`config.mk`:
```
export PLATFORM = sky130hd
export DESIGN_NAME = mips_bus_lsu
export DESIGN_NICKNAME = d
export VERILOG_FILES = /design/src/rtl/mips_bus_pkg.sv /design/src/rtl/mips_bus_arbiter.sv /design/src/rtl/mips_bus_lsu.sv
export SDC_FILE = /design/constraint.sdc
export NUM_CORES = 1
export LEC_CHECK = 0
export ABC_AREA = 1
export CORE_MARGIN = 8
export CORE_UTILIZATION = 47
export DETAILED_ROUTE_END_ITERATION = 10
export GPL_TIMING_DRIVEN = 0
export PLACE_DENSITY = 0.84
export SLEW_MARGIN = 20
export SYNTH_ARGS = -nofsm -noshare
export SYNTH_HDL_FRONTEND = slang
export SYNTH_SLANG_ARGS = --single-unit
```
`constraint.sdc`:
```
create_clock -name clk -period 2.19 [get_ports clk]
set_input_delay 0.438 -clock clk [delete_from_list [all_inputs] [get_ports clk]]
set_output_delay 0.438 -clock clk [all_outputs]
set_load 0.01 [all_outputs]
```
`src/rtl/mips_bus_pkg.sv`:
```
// Shared types and byte-lane helpers for the MIPS-to-Avalon load/store unit.
package mips_bus_pkg;

    typedef enum logic [1:0] {
        SZ_BYTE = 2'b00,
        SZ_HALF = 2'b01,
        SZ_WORD = 2'b10,
        SZ_RSVD = 2'b11
    } size_e;

    typedef enum logic [1:0] {
        IDLE  = 2'b00,
        ISSUE = 2'b01,
        RESP  = 2'b10
    } state_e;

    // A request is legal when its size is defined and the address is naturally aligned.
    function automatic logic req_legal(input logic [1:0] size, input logic [1:0] lo);
        logic ok;
        case (size)
            SZ_BYTE: ok = 1'b1;
            SZ_HALF: ok = ~lo[0];
            SZ_WORD: ok = (lo == 2'b00);
            default: ok = 1'b0;
        endcase
        return ok;
    endfunction

    // Avalon byte lanes touched by an access of the given size at the given offset.
    function automatic logic [3:0] lane_be(input logic [1:0] size, input logic [1:0] lo);
        logic [3:0] be;
        case (size)
            SZ_BYTE: be = 4'b0001 << lo;
            SZ_HALF: be = lo[1] ? 4'b1100 : 4'b0011;
            SZ_WORD: be = 4'b1111;
            default: be = 4'b0000;
        endcase
        return be;
    endfunction

    // Right-justified store data replicated across every lane it could land in.
    function automatic logic [31:0] lane_wdata(input logic [1:0] size, input logic [31:0] wd);
        logic [31:0] d;
        case (size)
            SZ_BYTE: d = {4{wd[7:0]}};
            SZ_HALF: d = {2{wd[15:0]}};
            default: d = wd;
        endcase
        return d;
    endfunction

    // Pull the addressed lane out of a bus word and sign- or zero-extend it.
    function automatic logic [31:0] load_extract(input logic [1:0]  size,
                                                 input logic        sgn,
                                                 input logic [1:0]  lo,
                                                 input logic [31:0] rd);
        logic [31:0] sh;
        logic [15:0] h;
        logic [31:0] r;
        sh = rd >> {lo, 3'b000};
        h  = lo[1] ? rd[31:16] : rd[15:0];
        case (size)
            SZ_BYTE: r = {{24{sgn & sh[7]}}, sh[7:0]};
            SZ_HALF: r = {{16{sgn & h[15]}}, h};
            SZ_WORD: r = rd;
            default: r = 32'h0;
        endcase
        return r;
    endfunction

endpackage

```
`src/rtl/mips_bus_arbiter.sv`:
```
// Grant selection across requester ports: fixed priority or round-robin.
module mips_bus_arbiter
    import mips_bus_pkg::*;
#(
    parameter int NPORT    = 2,
    parameter int ARB_MODE = 0,
    localparam int IW      = (NPORT > 1) ? $clog2(NPORT) : 1
) (
    input  logic             clk,
    input  logic             reset,
    input  logic [NPORT-1:0] req_valid_i,
    input  logic             accept_i,
    output logic [NPORT-1:0] grant_o,
    output logic [IW-1:0]    gidx_o,
    output logic             any_o
);

    logic [IW-1:0] last_q, last_d;

    // Choose the winning port; round-robin searches upward from the last grant.
    always_comb begin
        logic [IW-1:0] idx;
        gidx_o = '0;
        any_o  = 1'b0;
        idx    = '0;
        if (ARB_MODE == 0) begin
            for (int i = 0; i < NPORT; i++) begin
                if (req_valid_i[i]) begin
                    gidx_o = IW'(i);
                    any_o  = 1'b1;
                end
            end
        end else begin
            for (int k = 1; k <= NPORT; k++) begin
                idx = IW'((int'(last_q) + k) % NPORT);
                if (!any_o && req_valid_i[idx]) begin
                    gidx_o = idx;
                    any_o  = 1'b1;
                end
            end
        end
        grant_o = any_o ? (NPORT'(1) << gidx_o) : '0;
        last_d  = accept_i ? gidx_o : last_q;
    end

    // Remember who was served last so round-robin can rotate past it.
    always_ff @(posedge clk) begin
        if (reset) begin
            last_q <= IW'(NPORT - 1);
        end else begin
            last_q <= last_d;
        end
    end

endmodule

```
`src/rtl/mips_bus_lsu.sv`:
```
// Multi-port load/store unit bridging MIPS-style requests onto one Avalon-MM master.
module mips_bus_lsu
    import mips_bus_pkg::*;
#(
    parameter int NPORT    = 2,
    parameter int ARB_MODE = 0,
    parameter int TIMEOUT  = 256
) (
    input  logic                clk,
    input  logic                reset,
    input  logic [NPORT-1:0]    req_valid,
    output logic [NPORT-1:0]    req_ready,
    input  logic [NPORT*32-1:0] req_addr,
    input  logic [NPORT-1:0]    req_write,
    input  logic [NPORT*2-1:0]  req_size,
    input  logic [NPORT-1:0]    req_signed,
    input  logic [NPORT*32-1:0] req_wdata,
    output logic [NPORT-1:0]    rsp_valid,
    output logic [31:0]         rsp_rdata,
    output logic                rsp_err,
    output logic                busy,
    output logic [31:0]         address,
    output logic                read,
    output logic                write,
    input  logic                waitrequest,
    output logic [31:0]         writedata,
    output logic [3:0]          byteenable,
    input  logic [31:0]         readdata
);

    localparam int IW = (NPORT > 1) ? $clog2(NPORT) : 1;
    localparam int CW = (TIMEOUT > 0) ? $clog2(TIMEOUT + 1) : 1;
    localparam logic [CW-1:0] STALL_LIMIT = CW'(TIMEOUT);

    state_e        state_q, state_d;
    logic [IW-1:0] port_q, port_d;
    logic [31:0]   addr_q, addr_d;
    logic          write_q, write_d;
    logic [1:0]    size_q, size_d;
    logic          signed_q, signed_d;
    logic [31:0]   wdata_q, wdata_d;
    logic [CW-1:0] stall_q, stall_d;
    logic [31:0]   rdata_q, rdata_d;
    logic          err_q, err_d;

    logic [NPORT-1:0] grant;
    logic [IW-1:0]    gidx;
    logic             anyValid;
    logic             accept;
    logic [31:0]      selAddr;
    logic [31:0]      selWdata;
    logic             selWrite;
    logic             selSigned;
    logic [1:0]       selSize;

    assign accept    = (state_q == IDLE) && anyValid && !reset;
    assign req_ready = accept ? grant : '0;

    assign selAddr   = req_addr[int'(gidx)*32 +: 32];
    assign selWdata  = req_wdata[int'(gidx)*32 +: 32];
    assign selSize   = req_size[int'(gidx)*2 +: 2];
    assign selWrite  = req_write[gidx];
    assign selSigned = req_signed[gidx];

    mips_bus_arbiter #(
        .NPORT    (NPORT),
        .ARB_MODE (ARB_MODE)
    ) u_arbiter (
        .clk         (clk),
        .reset       (reset),
        .req_valid_i (req_valid),
        .accept_i    (accept),
        .grant_o     (grant),
        .gidx_o      (gidx),
        .any_o       (anyValid)
    );

    // Sequence each request: capture, run the bus cycle (or skip it if illegal), respond.
    always_comb begin
        state_d  = state_q;
        port_d   = port_q;
        addr_d   = addr_q;
        write_d  = write_q;
        size_d   = size_q;
        signed_d = signed_q;
        wdata_d  = wdata_q;
        stall_d  = stall_q;
        rdata_d  = rdata_q;
        err_d    = err_q;
        case (state_q)
            IDLE: begin
                if (accept) begin
                    port_d   = gidx;
                    addr_d   = selAddr;
                    write_d  = selWrite;
                    size_d   = selSize;
                    signed_d = selSigned;
                    wdata_d  = selWdata;
                    stall_d  = '0;
                    if (req_legal(selSize, selAddr[1:0])) begin
                        state_d = ISSUE;
                    end else begin
                        state_d = RESP;
                        err_d   = 1'b1;
                        rdata_d = 32'h0;
                    end
                end
            end
            ISSUE: begin
                if (!waitrequest) begin
                    state_d = RESP;
                    err_d   = 1'b0;
                    rdata_d = write_q ? 32'h0
                                      : load_extract(size_q, signed_q, addr_q[1:0], readdata);
                end else if (TIMEOUT != 0 && stall_q == STALL_LIMIT) begin
                    // A completed transfer takes priority; only a still-stalled bus times out.
                    state_d = RESP;
                    err_d   = 1'b1;
                    rdata_d = 32'h0;
                end else begin
                    stall_d = stall_q + 1'b1;
                end
            end
            RESP: begin
                state_d = IDLE;
            end
            default: begin
                state_d = IDLE;
            end
        endcase
    end

    // Transaction registers; reset abandons any transfer in flight without a response.
    always_ff @(posedge clk) begin
        if (reset) begin
            state_q  <= IDLE;
            port_q   <= '0;
            addr_q   <= '0;
            write_q  <= 1'b0;
            size_q   <= 2'b00;
            signed_q <= 1'b0;
            wdata_q  <= '0;
            stall_q  <= '0;
            rdata_q  <= '0;
            err_q    <= 1'b0;
        end else begin
            state_q  <= state_d;
            port_q   <= port_d;
            addr_q   <= addr_d;
            write_q  <= write_d;
            size_q   <= size_d;
            signed_q <= signed_d;
            wdata_q  <= wdata_d;
            stall_q  <= stall_d;
            rdata_q  <= rdata_d;
            err_q    <= err_d;
        end
    end

    // Bus and response outputs decode purely from registered state, so they hold steady under stall.
    always_comb begin
        address    = 32'h0;
        read       = 1'b0;
        write      = 1'b0;
        byteenable = 4'b0000;
        writedata  = 32'h0;
        rsp_valid  = '0;
        rsp_rdata  = 32'h0;
        rsp_err    = 1'b0;
        busy       = (state_q != IDLE);
        if (state_q == ISSUE) begin
            address    = {addr_q[31:2], 2'b00};
            read       = ~write_q;
            write      = write_q;
            byteenable = lane_be(size_q, addr_q[1:0]);
            writedata  = lane_wdata(size_q, wdata_q);
        end
        if (state_q == RESP) begin
            rsp_valid = NPORT'(1) << port_q;
            rsp_rdata = rdata_q;
            rsp_err   = err_q;
        end
    end

endmodule

```
==> results.txt, run 1 <==
Yosys reg bits -> 113
Nets@finish -> 1614
Asr flop ratio synth -> 0
Fmax -> 464 MHz
Tmin final -> 2.16 ns
Cell taking the most area after synthesis -> dfxtp_1
Clock slew at the register clock pins of the worst setup and hold paths -> 0.06 ns
Hold path endpoint -> stall_q[7]
Post-synthesis sequential area ratio -> 0.332
Layout area overhead -> 53.9%
DRC -> 0
Final hold viol count -> 0
Hold path cells -> 2
Number of global-route vias before repair -> 8460
Max Buffers Root-to-Sink -> 2
Final WS setup -> 0.0339 ns
Final WL -> 28900 um
First-pass GRT wire length -> 44200 um
Initial antenna violation count -> 3
Crit Path Class -> register to output pin
CTS tree -> done
CTS Sinks -> 113
Die area -> 18600 um2
Synth top area share -> 0.332
Worst slew pin tran -> 0.620 ns
HP Start -> reset
Port Buffers -> 276
Die span in y -> 136 um
# H-tree levels -> 4
Power per Cell Area -> 1060 nW/um2
Io pins -> 281
CP startpoint kind -> register
Global Route Usage Sum -> 0.309
RSZ-0062 raised after global routing -> yes
CTS buffer count -> 17
Largest cells by area after synthesis -> dfxtp_1 33%, nor2_1 16%, nand2_1 15%
WL per Instance -> 17.7 um
CP required -> 1.75 ns
RR Endpoint -> addr_q[24]
Via/cell ratio -> 5.29
Synth cell types -> 32
Hold_buf cts -> 0
Post-place instance area -> 9800 um2
Max rail drop VDD -> 0.587 mV
Worst r2r src -> state_q[1]
Cells on worst reg2reg path -> 10
Reg area -> 2270 um2
CP arrival -> 1.72 ns
Pre-antenna DRT Iters -> 5
Area of the core -> 14400 um2
Synth Flop Type -> dfxtp_1
Status -> finished, final reports clean
Cells after Synth -> 1131
Fin. max-slew vios -> 0
Final Cycle Share -> 0.985
Most common cell in the netlist -> nor2_1
Vias -> 8645
Largest fanout on the critical path -> 10
Largest net degree at the start of global routing -> 20
Synth Area per Inst -> 6.02 um2
Rows -> 44
Synth top cells by count -> 285 x nor2_1, 281 x nand2_1, 153 x inv_1, 113 x dfxtp_1, 60 x o32ai_1
Fill count -> 1209
DP HPWL -> 22400 um
Worst Skew -> 0.0101 ns
Multi-input gate area in the final layout -> 3690 um2
Initial Util -> 0.474
Share of cells above drive strength 1 -> 0.132
CP endpoint kind -> output pin
Post-synth EDFFs -> 0
Gr ovfl total -> 0
Max-cap violation count -> 0
Clock Latency Late Sink -> 0.42 ns
Dpl ws -> -0.637 ns
Tightest Hold Check Type -> primary input to register
Design area -> 10500 um2
Chip width -> 136 um
Final antenna-violating net count -> 0
# setup viols final -> 0
GPL Wtd Cong -> 0.944
Clock Root Buffer -> clkbuf_16
Yosys warnings -> 0
Worst slew margin -> 0.582
Initial DRC count -> 657
Lkg Pwr -> 4.85 nW
R2R Setup Slk -> 0.30 ns
Cell Area, Synth -> 6810 um2
-- cell usage in the layout (no fill, tap or decap), types with 25 or more instances in the layout --
| cell | count |
|---|---|
| o32ai_1 | 60 |
| clkdlybuf4s50_1 | 175 |
| dlygate4sd2_1 | 35 |
| buf_2 | 44 |
| dfxtp_1 | 109 |
| a21oi_1 | 38 |
| buf_4 | 25 |
| nand2_1 | 280 |
| o21ai_0 | 27 |
| clkbuf_1 | 27 |
| nor2_1 | 282 |
| inv_1 | 150 |
-- through the flow --
stage | std cells | setup TNS [ns] | util | hold WS [ns] | power [mW]
final | 1635 | 0 | 0.729 | 0.379 | 11.1
after global placement | 1592 | -14.56 | 0.682 | 0.448 | 8.14
after floorplan | 1132 | 0 | - | 0.434 | 6.28
after global routing | 1634 | -0.0728 | 0.729 | 0.384 | 11.8
after CTS | 1630 | -0.0304 | 0.727 | 0.363 | 10.9
after detailed placement | 1592 | -14.97 | 0.682 | 0.457 | 8.20
-- power by group --
part,internal (mW),total [mW],switching (mW)
clock,1.57,2.53,0.960
sequential,2.77,3.08,0.306
combinational,2.16,5.48,3.32
total,6.51,11.1,4.58
-- worst max path at each step --
stage | start | cells past startpoint | slack, ns | end
after global placement | req_valid[0] | 9 | -0.62 | req_ready[0]
after floorplan | size_q[1] | 6 | 0.40 | writedata[30]
after detailed placement | req_valid[0] | 9 | -0.64 | req_ready[0]
after CTS | state_q[0] | 8 | -0.009 | writedata[18]
final | size_q[1] | 6 | 0.03 | writedata[12]
after global routing | size_q[1] | 9 | -0.03 | byteenable[0]
-- sequential cells by signal, indices dropped and copies added, names as in the netlist --
| register | cells |
|---|---|
| write_q | 1 |
| rdata_q | 32 |
| port_q | 1 |
| wdata_q | 32 |
| state_q | 2 |
| addr_q | 32 |
| err_q | 1 |
| stall_q | 9 |
| size_q | 2 |
| signed_q | 1 |
-- per-layer routing --
| metal | share of wire | track usage | up-vias |
|---|---|---|---|
| met4 | 0.042 | 0.155 | 4 |
| li1 | - | - | 4177 |
| met3 | 0.11 | 0.114 | 85 |
| met1 | 0.39 | 0.352 | 3929 |
| met2 | 0.46 | 0.498 | 450 |
| met5 | 0.00093 | 0 | - |
-- cell type report --
type	count	share of cell area
multi-input cells	779	0.352
plain buffers	73	0.0435
clock inverters	5	0.00275
diodes	1	0.000239
clock buffers	25	0.0483
well taps	184	0.0220
repair buffers	292	0.255
inverters	163	0.0591
flip-flops and latches	113	0.217
-- worst max-delay path: stages (launching register included) --
cell and delay (ns):
dfxtp_2 0.34, buf_6 0.14, nor2_4 0.15, inv_4 0.09, buf_8 0.15, a21oi_1 0.13, dlygate4sd2_1 0.29
-- cell families (layout without fill, tap and decap cells) --
| group | Yosys count | after routing | synth area share |
|---|---|---|---|
| flops | 113 | 113 | 0.332 |
| fa+ha+maj | 2 | 2 | 0.00368 |
| simple gates | 598 | 598 | 0.344 |
| compound gates | 176 | 176 | 0.175 |
| buf+inv | 240 | 558 | 0.143 |
| xor+xnor | 1 | 1 | 0.00129 |
| other cells | 1 | 3 | 0.000551 |
-- what timing repair did --
item,4_1_cts,5_1_grt
gates cloned,0,0
pin swaps,3,3
setup endpoints to repair,105,34
hold endpoints to repair,0,0
buffers inserted,9,7
gates resized for setup,316,39
Power figures use the tool's default switching activity.
==> run 2: changes to the inputs <==
--- a/config.mk
+++ b/config.mk
@@ -11,7 +11,6 @@
 export DETAILED_ROUTE_END_ITERATION = 10
 export GPL_TIMING_DRIVEN = 0
 export PLACE_DENSITY = 0.84
-export SLEW_MARGIN = 20
 export SYNTH_ARGS = -nofsm -noshare
 export SYNTH_HDL_FRONTEND = slang
 export SYNTH_SLANG_ARGS = --single-unit
==> results of run 2 <==
Same layout as run 1: the final DEF is identical, and so are final timing and power.
==> run 3: changes to the inputs <==
--- a/config.mk
+++ b/config.mk
@@ -10,6 +10,7 @@
 export CORE_UTILIZATION = 47
 export DETAILED_ROUTE_END_ITERATION = 10
 export GPL_TIMING_DRIVEN = 0
+export HOLD_SLACK_MARGIN = 0.03
 export PLACE_DENSITY = 0.84
 export SYNTH_ARGS = -nofsm -noshare
 export SYNTH_HDL_FRONTEND = slang
==> results of run 3 <==
Same layout as run 1: the final DEF is identical, and so are final timing and power.
